## src/rtl/store_buffer_if.sv

```systemverilog
// store_buffer_if: bus bundle between the core pipeline (master) and the store buffer (slave).
// Carries alloc/commit/nuke from execute and ROB, the cache drain handshake and the load lookup.
interface store_buffer_if #(
    parameter int unsigned ROB_IDX_W = 4
) ();
    logic                 in_alloc;
    logic [31:0]          in_alloc_addr;
    logic [31:0]          in_alloc_data;
    logic [1:0]           in_alloc_size;
    logic [ROB_IDX_W-1:0] in_alloc_rob_idx;
    logic                 in_commit;
    logic [ROB_IDX_W-1:0] in_commit_rob_idx;
    logic                 in_nuke;
    logic                 in_drain_ack;
    logic                 in_load_valid;
    logic [31:0]          in_load_addr;
    logic [1:0]           in_load_size;
    logic                 out_full;
    logic                 out_empty;
    logic                 out_drain_valid;
    logic [31:0]          out_drain_addr;
    logic [31:0]          out_drain_data;
    logic [3:0]           out_drain_mask;
    logic                 out_fwd_hit;
    logic [31:0]          out_fwd_data;
    logic                 out_load_stall;

    modport master (
        output in_alloc, in_alloc_addr, in_alloc_data, in_alloc_size, in_alloc_rob_idx,
        output in_commit, in_commit_rob_idx, in_nuke, in_drain_ack,
        output in_load_valid, in_load_addr, in_load_size,
        input  out_full, out_empty, out_drain_valid, out_drain_addr, out_drain_data,
        input  out_drain_mask, out_fwd_hit, out_fwd_data, out_load_stall
    );

    modport slave (
        input  in_alloc, in_alloc_addr, in_alloc_data, in_alloc_size, in_alloc_rob_idx,
        input  in_commit, in_commit_rob_idx, in_nuke, in_drain_ack,
        input  in_load_valid, in_load_addr, in_load_size,
        output out_full, out_empty, out_drain_valid, out_drain_addr, out_drain_data,
        output out_drain_mask, out_fwd_hit, out_fwd_data, out_load_stall
    );
endinterface

```

## src/rtl/store_buffer.sv

```systemverilog
// store_buffer: in-order store buffer between execute/ROB commit and the data cache.
// Stores enter speculatively, become committed on ROB retire, and drain from the head.
// Optional feature macro SB_FORWARD_EN: when defined, fully covered loads are forwarded;
// when undefined, any overlap with a buffered store stalls the load.
module store_buffer #(
    parameter int unsigned SB_SIZE   = 4,
    parameter int unsigned ROB_IDX_W = 4
) (
    input  logic          clk,
    input  logic          reset,
    store_buffer_if.slave sb
);
    localparam int unsigned PTR_W = (SB_SIZE > 1) ? $clog2(SB_SIZE) : 1;
    localparam int unsigned CNT_W = $clog2(SB_SIZE + 1);

    // Byte-enable mask for an access of the given size at the given lane offset.
    function automatic logic [3:0] f_mask(input logic [1:0] size, input logic [1:0] off);
        case (size)
            2'b00:   return 4'b0001 << off;
            2'b01:   return 4'b0011 << off;
            default: return 4'b1111;
        endcase
    endfunction

    // Store data moved into its byte lanes; bytes outside the access are zero.
    function automatic logic [31:0] f_lane_data(input logic [31:0] data, input logic [1:0] size,
                                                input logic [1:0] off);
        case (size)
            2'b00:   return 32'(data[7:0]) << {off, 3'b000};
            2'b01:   return 32'(data[15:0]) << {off, 3'b000};
            default: return data;
        endcase
    endfunction

    logic [SB_SIZE-1:0]   r_valid;
    logic [SB_SIZE-1:0]   r_comm;
    logic [29:0]          r_addr [SB_SIZE];
    logic [31:0]          r_data [SB_SIZE];
    logic [3:0]           r_mask [SB_SIZE];
    logic [ROB_IDX_W-1:0] r_rob  [SB_SIZE];
    logic [PTR_W-1:0]     r_head;
    logic [PTR_W-1:0]     r_tail;
    logic [CNT_W-1:0]     r_count;

    logic [SB_SIZE-1:0]   w_valid_n;
    logic [SB_SIZE-1:0]   w_comm_n;
    logic [29:0]          w_addr_n [SB_SIZE];
    logic [31:0]          w_data_n [SB_SIZE];
    logic [3:0]           w_mask_n [SB_SIZE];
    logic [ROB_IDX_W-1:0] w_rob_n  [SB_SIZE];
    logic [PTR_W-1:0]     w_head_n;
    logic [PTR_W-1:0]     w_tail_n;
    logic [CNT_W-1:0]     w_count_n;

    logic                 w_full;
    logic                 w_drain_valid;
    logic                 w_pop;
    logic                 w_alloc;
    logic [3:0]           w_load_mask;
    logic                 w_fwd_match;
    logic [PTR_W-1:0]     w_fwd_idx;
    logic                 w_fwd_hit;
    logic [31:0]          w_fwd_data;
    logic                 w_load_stall;

    assign w_full        = (r_count == CNT_W'(SB_SIZE));
    assign w_drain_valid = r_valid[r_head] && r_comm[r_head];
    assign w_pop         = w_drain_valid && sb.in_drain_ack;
    // A slot freed by this cycle's pop is not reusable until next cycle.
    assign w_alloc       = sb.in_alloc && !w_full && !sb.in_nuke;

    // Next state: commit, then pop, then alloc, then nuke discards speculative entries.
    always_comb begin : p_next
        logic [PTR_W-1:0] v_idx;
        logic             v_found;
        logic [CNT_W-1:0] v_vcnt;
        logic [CNT_W-1:0] v_ccnt;
        w_valid_n = r_valid;
        w_comm_n  = r_comm;
        w_addr_n  = r_addr;
        w_data_n  = r_data;
        w_mask_n  = r_mask;
        w_rob_n   = r_rob;
        w_head_n  = r_head;
        w_tail_n  = r_tail;
        v_idx     = '0;
        v_found   = 1'b0;
        v_vcnt    = '0;
        v_ccnt    = '0;

        if (sb.in_commit) begin
            for (int unsigned k = 0; k < SB_SIZE; k++) begin
                v_idx = r_head + PTR_W'(k);
                if (!v_found && r_valid[v_idx] && !r_comm[v_idx] &&
                    (r_rob[v_idx] == sb.in_commit_rob_idx)) begin
                    w_comm_n[v_idx] = 1'b1;
                    v_found         = 1'b1;
                end
            end
        end

        if (w_pop) begin
            w_valid_n[r_head] = 1'b0;
            w_comm_n[r_head]  = 1'b0;
            w_head_n          = r_head + PTR_W'(1);
        end

        if (w_alloc) begin
            w_valid_n[r_tail] = 1'b1;
            w_comm_n[r_tail]  = 1'b0;
            w_addr_n[r_tail]  = sb.in_alloc_addr[31:2];
            w_data_n[r_tail]  = f_lane_data(sb.in_alloc_data, sb.in_alloc_size,
                                            sb.in_alloc_addr[1:0]);
            w_mask_n[r_tail]  = f_mask(sb.in_alloc_size, sb.in_alloc_addr[1:0]);
            w_rob_n[r_tail]   = sb.in_alloc_rob_idx;
            w_tail_n          = r_tail + PTR_W'(1);
        end

        if (sb.in_nuke) begin
            w_valid_n = w_valid_n & w_comm_n;
        end

        for (int i = 0; i < int'(SB_SIZE); i++) begin
            v_vcnt = v_vcnt + CNT_W'(w_valid_n[i]);
            v_ccnt = v_ccnt + CNT_W'(w_comm_n[i]);
        end

        // Committed entries are contiguous from head, so the survivors end at head + committed.
        if (sb.in_nuke) begin
            w_tail_n = w_head_n + PTR_W'(v_ccnt);
        end
        w_count_n = v_vcnt;
    end

    // State registers with synchronous reset.
    always_ff @(posedge clk) begin
        if (reset) begin
            r_valid <= '0;
            r_comm  <= '0;
            r_head  <= '0;
            r_tail  <= '0;
            r_count <= '0;
            for (int i = 0; i < int'(SB_SIZE); i++) begin
                r_addr[i] <= '0;
                r_data[i] <= '0;
                r_mask[i] <= '0;
                r_rob[i]  <= '0;
            end
        end else begin
            r_valid <= w_valid_n;
            r_comm  <= w_comm_n;
            r_head  <= w_head_n;
            r_tail  <= w_tail_n;
            r_count <= w_count_n;
            r_addr  <= w_addr_n;
            r_data  <= w_data_n;
            r_mask  <= w_mask_n;
            r_rob   <= w_rob_n;
        end
    end

    // Load lookup: youngest valid entry in the same word with any byte overlap.
    always_comb begin : p_fwd
        logic [PTR_W-1:0] v_idx;
        logic             v_match;
        logic [PTR_W-1:0] v_sel;
        w_load_mask = f_mask(sb.in_load_size, sb.in_load_addr[1:0]);
        v_idx       = '0;
        v_match     = 1'b0;
        v_sel       = '0;
        for (int unsigned k = 0; k < SB_SIZE; k++) begin
            v_idx = r_tail - PTR_W'(k + 1);
            if (!v_match && r_valid[v_idx] && (r_addr[v_idx] == sb.in_load_addr[31:2]) &&
                ((r_mask[v_idx] & w_load_mask) != 4'b0000)) begin
                v_match = 1'b1;
                v_sel   = v_idx;
            end
        end
        w_fwd_match = v_match;
        w_fwd_idx   = v_sel;
    end

`ifdef SB_FORWARD_EN
    logic w_fwd_cover;
    assign w_fwd_cover  = ((r_mask[w_fwd_idx] & w_load_mask) == w_load_mask);
    assign w_fwd_hit    = sb.in_load_valid && w_fwd_match && w_fwd_cover;
    assign w_fwd_data   = w_fwd_hit ? r_data[w_fwd_idx] : 32'h0;
    assign w_load_stall = sb.in_load_valid && w_fwd_match && !w_fwd_cover;
`else
    logic [PTR_W-1:0] w_fwd_idx_unused;
    assign w_fwd_idx_unused = w_fwd_idx;
    assign w_fwd_hit        = 1'b0;
    assign w_fwd_data       = 32'h0;
    assign w_load_stall     = sb.in_load_valid && w_fwd_match;
`endif

    // Output drive; drain payload reads as zero while the head is not drainable.
    assign sb.out_full        = w_full;
    assign sb.out_empty       = (r_count == '0);
    assign sb.out_drain_valid = w_drain_valid;
    assign sb.out_drain_addr  = w_drain_valid ? {r_addr[r_head], 2'b00} : 32'h0;
    assign sb.out_drain_data  = w_drain_valid ? r_data[r_head] : 32'h0;
    assign sb.out_drain_mask  = w_drain_valid ? r_mask[r_head] : 4'h0;
    assign sb.out_fwd_hit     = w_fwd_hit;
    assign sb.out_fwd_data    = w_fwd_data;
    assign sb.out_load_stall  = w_load_stall;
endmodule
```

## src/flat_wrapper.sv

```systemverilog
// flat-port wrapper written by rule: the top's interface ports become plain ports
module store_buffer_flat 
#(
    parameter int unsigned SB_SIZE   = 4,
    parameter int unsigned ROB_IDX_W = 4
)
  (clk, reset, sb_in_alloc, sb_in_alloc_addr, sb_in_alloc_data, sb_in_alloc_size, sb_in_alloc_rob_idx, sb_in_commit, sb_in_commit_rob_idx, sb_in_nuke, sb_in_drain_ack, sb_in_load_valid, sb_in_load_addr, sb_in_load_size, sb_out_full, sb_out_empty, sb_out_drain_valid, sb_out_drain_addr, sb_out_drain_data, sb_out_drain_mask, sb_out_fwd_hit, sb_out_fwd_data, sb_out_load_stall);
  store_buffer_if #(.ROB_IDX_W(ROB_IDX_W)) sb_i ();
  input  logic clk;
  input  logic reset;
  input wire logic [$bits(sb_i.in_alloc)-1:0] sb_in_alloc;
  input wire logic [$bits(sb_i.in_alloc_addr)-1:0] sb_in_alloc_addr;
  input wire logic [$bits(sb_i.in_alloc_data)-1:0] sb_in_alloc_data;
  input wire logic [$bits(sb_i.in_alloc_size)-1:0] sb_in_alloc_size;
  input wire logic [$bits(sb_i.in_alloc_rob_idx)-1:0] sb_in_alloc_rob_idx;
  input wire logic [$bits(sb_i.in_commit)-1:0] sb_in_commit;
  input wire logic [$bits(sb_i.in_commit_rob_idx)-1:0] sb_in_commit_rob_idx;
  input wire logic [$bits(sb_i.in_nuke)-1:0] sb_in_nuke;
  input wire logic [$bits(sb_i.in_drain_ack)-1:0] sb_in_drain_ack;
  input wire logic [$bits(sb_i.in_load_valid)-1:0] sb_in_load_valid;
  input wire logic [$bits(sb_i.in_load_addr)-1:0] sb_in_load_addr;
  input wire logic [$bits(sb_i.in_load_size)-1:0] sb_in_load_size;
  output wire logic [$bits(sb_i.out_full)-1:0] sb_out_full;
  output wire logic [$bits(sb_i.out_empty)-1:0] sb_out_empty;
  output wire logic [$bits(sb_i.out_drain_valid)-1:0] sb_out_drain_valid;
  output wire logic [$bits(sb_i.out_drain_addr)-1:0] sb_out_drain_addr;
  output wire logic [$bits(sb_i.out_drain_data)-1:0] sb_out_drain_data;
  output wire logic [$bits(sb_i.out_drain_mask)-1:0] sb_out_drain_mask;
  output wire logic [$bits(sb_i.out_fwd_hit)-1:0] sb_out_fwd_hit;
  output wire logic [$bits(sb_i.out_fwd_data)-1:0] sb_out_fwd_data;
  output wire logic [$bits(sb_i.out_load_stall)-1:0] sb_out_load_stall;
  assign sb_i.in_alloc = sb_in_alloc;
  assign sb_i.in_alloc_addr = sb_in_alloc_addr;
  assign sb_i.in_alloc_data = sb_in_alloc_data;
  assign sb_i.in_alloc_size = sb_in_alloc_size;
  assign sb_i.in_alloc_rob_idx = sb_in_alloc_rob_idx;
  assign sb_i.in_commit = sb_in_commit;
  assign sb_i.in_commit_rob_idx = sb_in_commit_rob_idx;
  assign sb_i.in_nuke = sb_in_nuke;
  assign sb_i.in_drain_ack = sb_in_drain_ack;
  assign sb_i.in_load_valid = sb_in_load_valid;
  assign sb_i.in_load_addr = sb_in_load_addr;
  assign sb_i.in_load_size = sb_in_load_size;
  assign sb_out_full = sb_i.out_full;
  assign sb_out_empty = sb_i.out_empty;
  assign sb_out_drain_valid = sb_i.out_drain_valid;
  assign sb_out_drain_addr = sb_i.out_drain_addr;
  assign sb_out_drain_data = sb_i.out_drain_data;
  assign sb_out_drain_mask = sb_i.out_drain_mask;
  assign sb_out_fwd_hit = sb_i.out_fwd_hit;
  assign sb_out_fwd_data = sb_i.out_fwd_data;
  assign sb_out_load_stall = sb_i.out_load_stall;
  store_buffer #(.SB_SIZE(SB_SIZE), .ROB_IDX_W(ROB_IDX_W)) u_core (.clk(clk), .reset(reset), .sb(sb_i));
endmodule
```

## config.mk

```make
export PLATFORM = sky130hd
export DESIGN_NAME = store_buffer_flat
export DESIGN_NICKNAME = d
export VERILOG_FILES = /design/src/rtl/store_buffer_if.sv /design/src/rtl/store_buffer.sv /design/src/flat_wrapper.sv
export SDC_FILE = /design/constraint.sdc
export NUM_CORES = 1
export LEC_CHECK = 0
export CAP_MARGIN = 30
export CORE_ASPECT_RATIO = 1.1
export CORE_MARGIN = 1.5
export CORE_UTILIZATION = 45
export DETAILED_ROUTE_END_ITERATION = 10
export GPL_ROUTABILITY_DRIVEN = 0
export PLACE_DENSITY = 0.78
export SKIP_CTS_REPAIR_TIMING = 1
export SLEW_MARGIN = 5
export SYNTH_ARGS = -nofsm -noshare
export SYNTH_HDL_FRONTEND = slang
export SYNTH_SLANG_ARGS = --single-unit
```

## constraint.sdc

```tcl
create_clock -name clk -period 4.7 [get_ports clk]
set_clock_uncertainty 0.15 [all_clocks]
set_input_delay 0.47 -clock clk [delete_from_list [all_inputs] [get_ports clk]]
set_output_delay 0.47 -clock clk [all_outputs]
set_load 0.1 [all_outputs]
```

* Word level (Yosys, flattened, before mapping) *
Index checks and enable logic that the tools add are counted.

word-level totals
  memory bits (read-only) = 0
  input bits = 115
  logic and storage cells = 273
  flip-flop bits (word level) = 295
  latch bits = 0
  memories = 0
  output and inout port bits = 105
  RAM bits = 0

operators by class
  mux-type cells = 123
  reduce and logical (&&, ||, !) cells = 53
  eq/ne operators = 11
  $lt $le $gt $ge = 22
  bitwise logic cells = 23
  shift-type cells = 6
  multiply operators = 0
  divide/modulo/power cells = 0
  add/sub/neg operators = 14

operators by type and width
  operator                                                                      number
  30-bit two-way mux                                                            11
  30-bit binary-select mux with 2-bit select                                    5
  32-bit two-way mux                                                            6
  4-bit two-way mux                                                             34
  128-bit bitwise mux                                                           1
  120-bit bitwise mux                                                           1
  30-bit == test                                                                4
  4-bit binary-select mux with 2-bit select                                     9
  32-bit binary-select mux with 2-bit select                                    1
  32-bit demux with 2-bit select                                                1
  32-bit one-hot mux with 2 select lines                                        1
  30-bit demux with 2-bit select                                                1
  1-bit logical AND                                                             33
  4-bit AND                                                                     8
  16-bit bitwise mux                                                            2
  16-bit by 5-bit << shifter with 32-bit output                                 1
  8-bit by 5-bit << shifter with 32-bit output                                  1
  1-bit two-way mux                                                             27
  1-bit binary-select mux with 2-bit select                                     12
  3-bit >= comparator, second input constant                                    8
  2-bit by 3-bit less-than comparator with 1-bit output, second input constant  8
  2-bit NOT with 3-bit output                                                   8
  4-bit OR                                                                      5
  4-bit == test                                                                 4
  24 further kinds                                                              60

* Depth between registers and ports, before layout *
  word-level depth = 35
  gate-level depth with buffers = 19
  mapped depth without buffers = 16

* Worst setup path after synthesis *
No wires, ideal clock.

  path kind = register to register
  from = register u_core.r_count[1]
  to = register u_core.r_tail[1]
  required time = 4422 ps
  buffers on the path = 2
  data arrival time = 5393 ps
  cell stages (with the launch flop) = 14
  slack = -970 ps
  clock period less this slack = 5670 ps
  setup time = 128 ps
  cells stage by stage = dfxtp_1 -> nor3b_1 -> nor3b_1 -> and2_1 -> clkbuf_1 -> clkbuf_1 -> or3_1 -> fa_1 -> inv_1 -> fa_1 -> xnor2_1 -> xnor2_1 -> a21oi_1 -> nor2_1

between the ends
  cells in the longest elaborated chain, start to end = 10
  elaborated cells on any way between the ends = 11
  classes of those cells = 4 x add/sub; 1 x eq/ne; 2 x mux; 4 x reduce/logical

RTL lines
  element                                               line                 source
  from (decl)                                           store_buffer.sv:43   logic [CNT_W-1:0] r_count;
  from (signal assigned)                                store_buffer.sv:154  r_count <= w_count_n;
  3-bit == test *                                       store_buffer.sv:66   assign w_full = (r_count == CNT_W'(SB_SIZE));
  net sb_out_full                                       flat_wrapper.sv:23   output wire logic [$bits(sb_i.out_full)-1:0] sb_out_full;
  1-bit zero test *                                     store_buffer.sv:70   assign w_alloc = sb.in_alloc && !w_full && !sb.in_nuke;
  1-bit logical AND * (2 in series)                     store_buffer.sv:70
  4-bit two-way mux                                     store_buffer.sv:108  if (w_alloc) begin
  1-bit by 1-bit adder with 2-bit output                store_buffer.sv:125  v_ccnt = v_ccnt + CNT_W'(w_comm_n[i]);
  2-bit by 1-bit adder with 2-bit output (2 in series)  store_buffer.sv:125
  2-bit adder                                           store_buffer.sv:130  w_tail_n = w_head_n + PTR_W'(v_ccnt);
  2-bit two-way mux                                     store_buffer.sv:129  if (sb.in_nuke) begin
  to (signal assigned)                                  store_buffer.sv:153  r_tail <= w_tail_n;
  to (decl)                                             store_buffer.sv:42   logic [PTR_W-1:0] r_tail;

Mark *: on every way through the listed nets, which the timed path passes. The rest lies on a longest branch.
A chain may end at the register's enable or synchronous reset.

* Worst setup path after layout *
  from = register u_core.r_tail[0]
  to = output port sb_out_load_stall

between the ends
  cells in the longest elaborated chain, start to end = 25
  elaborated cells on any way between the ends = 70
  classes of those cells = 3 x add/sub; 4 x eq/ne; 36 x mux; 8 x bitwise; 19 x reduce/logical

RTL lines
  element                                                                                                  line                                      source
  2-bit by 1-bit subtractor with 2-bit output                                                              store_buffer.sv:172                       v_idx = r_tail - PTR_W'(k + 1);
  2-bit NOT with 3-bit output (not written as such)                                                        store_buffer.sv:173, store_buffer.sv:174
  30-bit binary-select mux with 2-bit select or 4-bit binary-select mux with 2-bit select (tied branches)  store_buffer.sv:173, store_buffer.sv:174
  30-bit two-way mux (not written as such) or 4-bit two-way mux (tied branches) (2 in series)              store_buffer.sv:173, store_buffer.sv:174
  30-bit == test or 4-bit AND (tied branches)                                                              store_buffer.sv:173, store_buffer.sv:174
  1-bit logical AND or 4-bit nonzero test (tied branches)                                                  store_buffer.sv:173, store_buffer.sv:174
  1-bit logical AND                                                                                        store_buffer.sv:173                       if (!v_match && r_valid[v_idx] && (r_addr[v_idx] == sb.in_load_addr[31:2]) &&
  1-bit two-way mux                                                                                        store_buffer.sv:173
  (+4 left out)                                                                                            n/a
  1-bit two-way mux                                                                                        store_buffer.sv:173
  1-bit zero test                                                                                          store_buffer.sv:173
  1-bit logical AND (3 in series)                                                                          store_buffer.sv:173
  1-bit two-way mux                                                                                        store_buffer.sv:173
  1-bit zero test                                                                                          store_buffer.sv:173
  1-bit logical AND (3 in series)                                                                          store_buffer.sv:173
  1-bit two-way mux *                                                                                      store_buffer.sv:173
  1-bit logical AND *                                                                                      store_buffer.sv:194                       assign w_load_stall = sb.in_load_valid && w_fwd_match;
  to (decl)                                                                                                flat_wrapper.sv:31                        output wire logic [$bits(sb_i.out_load_stall)-1:0] sb_out_load_stall;

Every way passes the cells marked *; elsewhere a longest branch is shown, timed or not. The select of a mux whose other input is x is not followed.

==> qor.txt <==
GRT Util Overall -> 27.9%
number of synthesized register bits -> 295
setup slack at placement -> 0.0620 ns
synth top area cells -> dfxtp_1 (30%), mux4_2 (18%), a21oi_1 (6.2%)
maximum clock insertion buffer count -> 3
Final Power -> 7150 uW
initial antenna violation count -> 2
final net count -> 2391
register area share after synthesis -> 30.4%
failing checks -> setup timing
largest net degree at the start of global routing -> 172
final setup vio count -> 1
IO Count -> 220
Avg Cell Area, Syn -> 8.82 um2
Crit Path Max Fanout -> 13
hold slack -> 0.0974 ns
PD cells -> 318 nW/um2
top-count cell post-synth -> nand2_1
drt first-iter violations -> 2529
Port Buffers -> 184
Die H -> 221 um
hold crit path type -> in2reg
post-synthesis adder-cell area fraction -> 0.954%
commonest cells in the netlist -> nand2_1 (313), dfxtp_1 (295), nor2_1 (255)
vias in the first global route -> 17.1k
post-route ant nets -> 0
RSZ-0062 raised after global routing -> false
number of library cell types mapped by synthesis -> 80
Initial Util -> 45.8%
Crit Path Class -> reg2out
DRT Wirelength -> 64700 um
P_leak -> 0.00786 uW
area share of and/or/nand/nor cells after synthesis -> 16.6%
multiplexer share of the synthesized area -> 24.0%
Slew @ Worst Pin -> 1.01 ns
cell count after synthesis -> 2202
via/cell ratio -> 6.39
Post-synth top flop -> dfxtp_1
Die ar. -> 44400 um2
clk_lat worst skew -> 0.55 ns
Root Buffer -> clkbuf_16
EDFF count, synth -> 0
Final Hold Viols -> 0
Async SR Flop Fraction -> 0%
Finished Cell Area -> 22500 um2
DR WL/cell -> 22.7 um
Post-DP HPWL -> 43100 um
CP arrival -> 4.09 ns
compound-gate portion of the synthesized area -> 16.3%
layout cells sized above 1 -> 15.8%
Final Critical Period -> 4.71 ns
Critical Path Sink Type -> output pin
register clock-pin slew on the reported worst setup and hold paths -> 0.06 ns
first-pass GRT wire length -> 98500 um
Ant. Diodes -> 0
Peak VDD IR -> 0.232 mV
cts bufs inserted -> 34
cell taking the most area after synthesis -> dfxtp_1
Mapped Area -> 19400 um2
H-tree depth -> 2
Synth warnings -> 0
CP Data Required Time -> 4.08 ns
Placed Area -> 21200 um2
Non-Filler Instances -> 2851
router iterations before antenna repair -> 10
row count -> 79
Max Cap Viol -> 0
period utilization -> 100%
DRC Markers -> 0
outcome -> finished with violations
largest family of logic cells by synthesized area -> multiplexers
placed insts -> 2791
top cell type's share of synthesized area -> 30.4%
fin worst setup slack -> -0.0103 ns
Max Slew Vio Count -> 0
vias -> 18.2k
Area Growth Syn to Fin -> 15.8%
Core Area -> 42400 um2
xor/xnor share of the synthesized area -> 5.27%
CTS tree -> yes
fmax -> 0.212 GHz
grt ovf -> 0
critical path launch point type -> flop
Die Span X -> 201 um
clk sinks -> 295
Rel. slew slack -> 31.5%
## report_power, final
group | internal [uW] | total [uW] | leakage [uW] | switching (uW)
sequential | 2600 | 2690 | 0.00239 | 96.4
combinational | 674 | 1710 | 0.00490 | 1040
clock | 1640 | 2750 | 0.000566 | 1100
total | 4910 | 7150 | 0.00786 | 2240
## sequential cells by signal, summed over array words and instances (netlist names)
signal,count
u_core.r_addr,120
u_core.r_comm,4
u_core.r_count,3
u_core.r_data,128
u_core.r_head,2
u_core.r_mask,16
u_core.r_rob,16
u_core.r_tail,2
u_core.r_valid,4
## path summary, 6_finish.rpt
path | endpoint | startpoint | slack [ns] | depth (start not counted)
worst max-delay path | sb_out_load_stall | u_core.r_tail[0]$_SDFFE_PP0P_ | -0.01 | 11
worst min-delay path | u_core.r_rob[15]$_SDFFE_PP0P_ | reset | 0.1 | 2
worst max register to register | u_core.r_tail[1]$_SDFFE_PP0P_ | u_core.r_head[1]$_SDFF_PP0_ | 0.21 | 16
worst min register to register | u_core.r_data[16]$_SDFFE_PP0P_ | u_core.r_data[16]$_SDFFE_PP0P_ | 0.33 | 2
## critical path, stage by stage (launching register included)
cell and delay (ns):
dfxtp_4 0.41, inv_1 0.10, ha_4 0.44, buf_4 0.21, mux4_2 0.51, xor2_1 0.19
nor4_2 0.50, nand4_1 0.21, a221oi_1 0.29, o2bb2ai_1 0.18, a221o_1 0.29, buf_12 0.21
## layout make-up
cell class / count / area [um2]
clock buffers: 45 / 983
flip-flops and latches: 295 / 5920
inverters: 18 / 67.6
repair buffers: 233 / 2180
clock inverters: 12 / 168
fillers: 3730 / 19900
well taps: 567 / 709
multi-input cells: 1681 / 12500
## per-stage QoR
stage / setup TNS [ns] / utilization [%]
floorplan: 0 / -
global placement: 0 / 49.9
detailed placement: 0 / 50.0
CTS: 0 / 52.7
global route: 0 / 53.0
finish: -0.0103 / 53.0
## cells by family (layout without fill, tap and decap cells)
logic type,count (synthesis),in the layout
AO/OA/AOI/OAI,502,502
XOR/XNOR,115,115
adder cells (fa/ha/maj),13,13
buffers and inverters,260,308
flip-flops,295,295
multiplexers,275,275
other,1,35
AND/OR/NAND/NOR,741,741
## layer usage
metal / track usage [%] / up-vias / part of all wire (%)
li1: - / 8022 / -
met1: 34.5 / 8767 / 37
met2: 46.0 / 1179 / 48
met3: 7.07 / 247 / 10
met4: 12.5 / 4 / 4.7
met5: 0 / - / 0.037
## cells in the final DEF, fill, tap and decap left out, types with 71 or more instances in the layout
cell	netlist	layout
nand2_1	313	309
dfxtp_1	295	291
nor2_1	255	255
a21oi_1	242	242
mux4_2	151	151
clkdlybuf4s50_1	0	115
mux2i_1	113	112
buf_4	46	106
a211oi_1	89	88
xnor2_1	71	71
No activity file was read; power rests on OpenSTA's default activity.
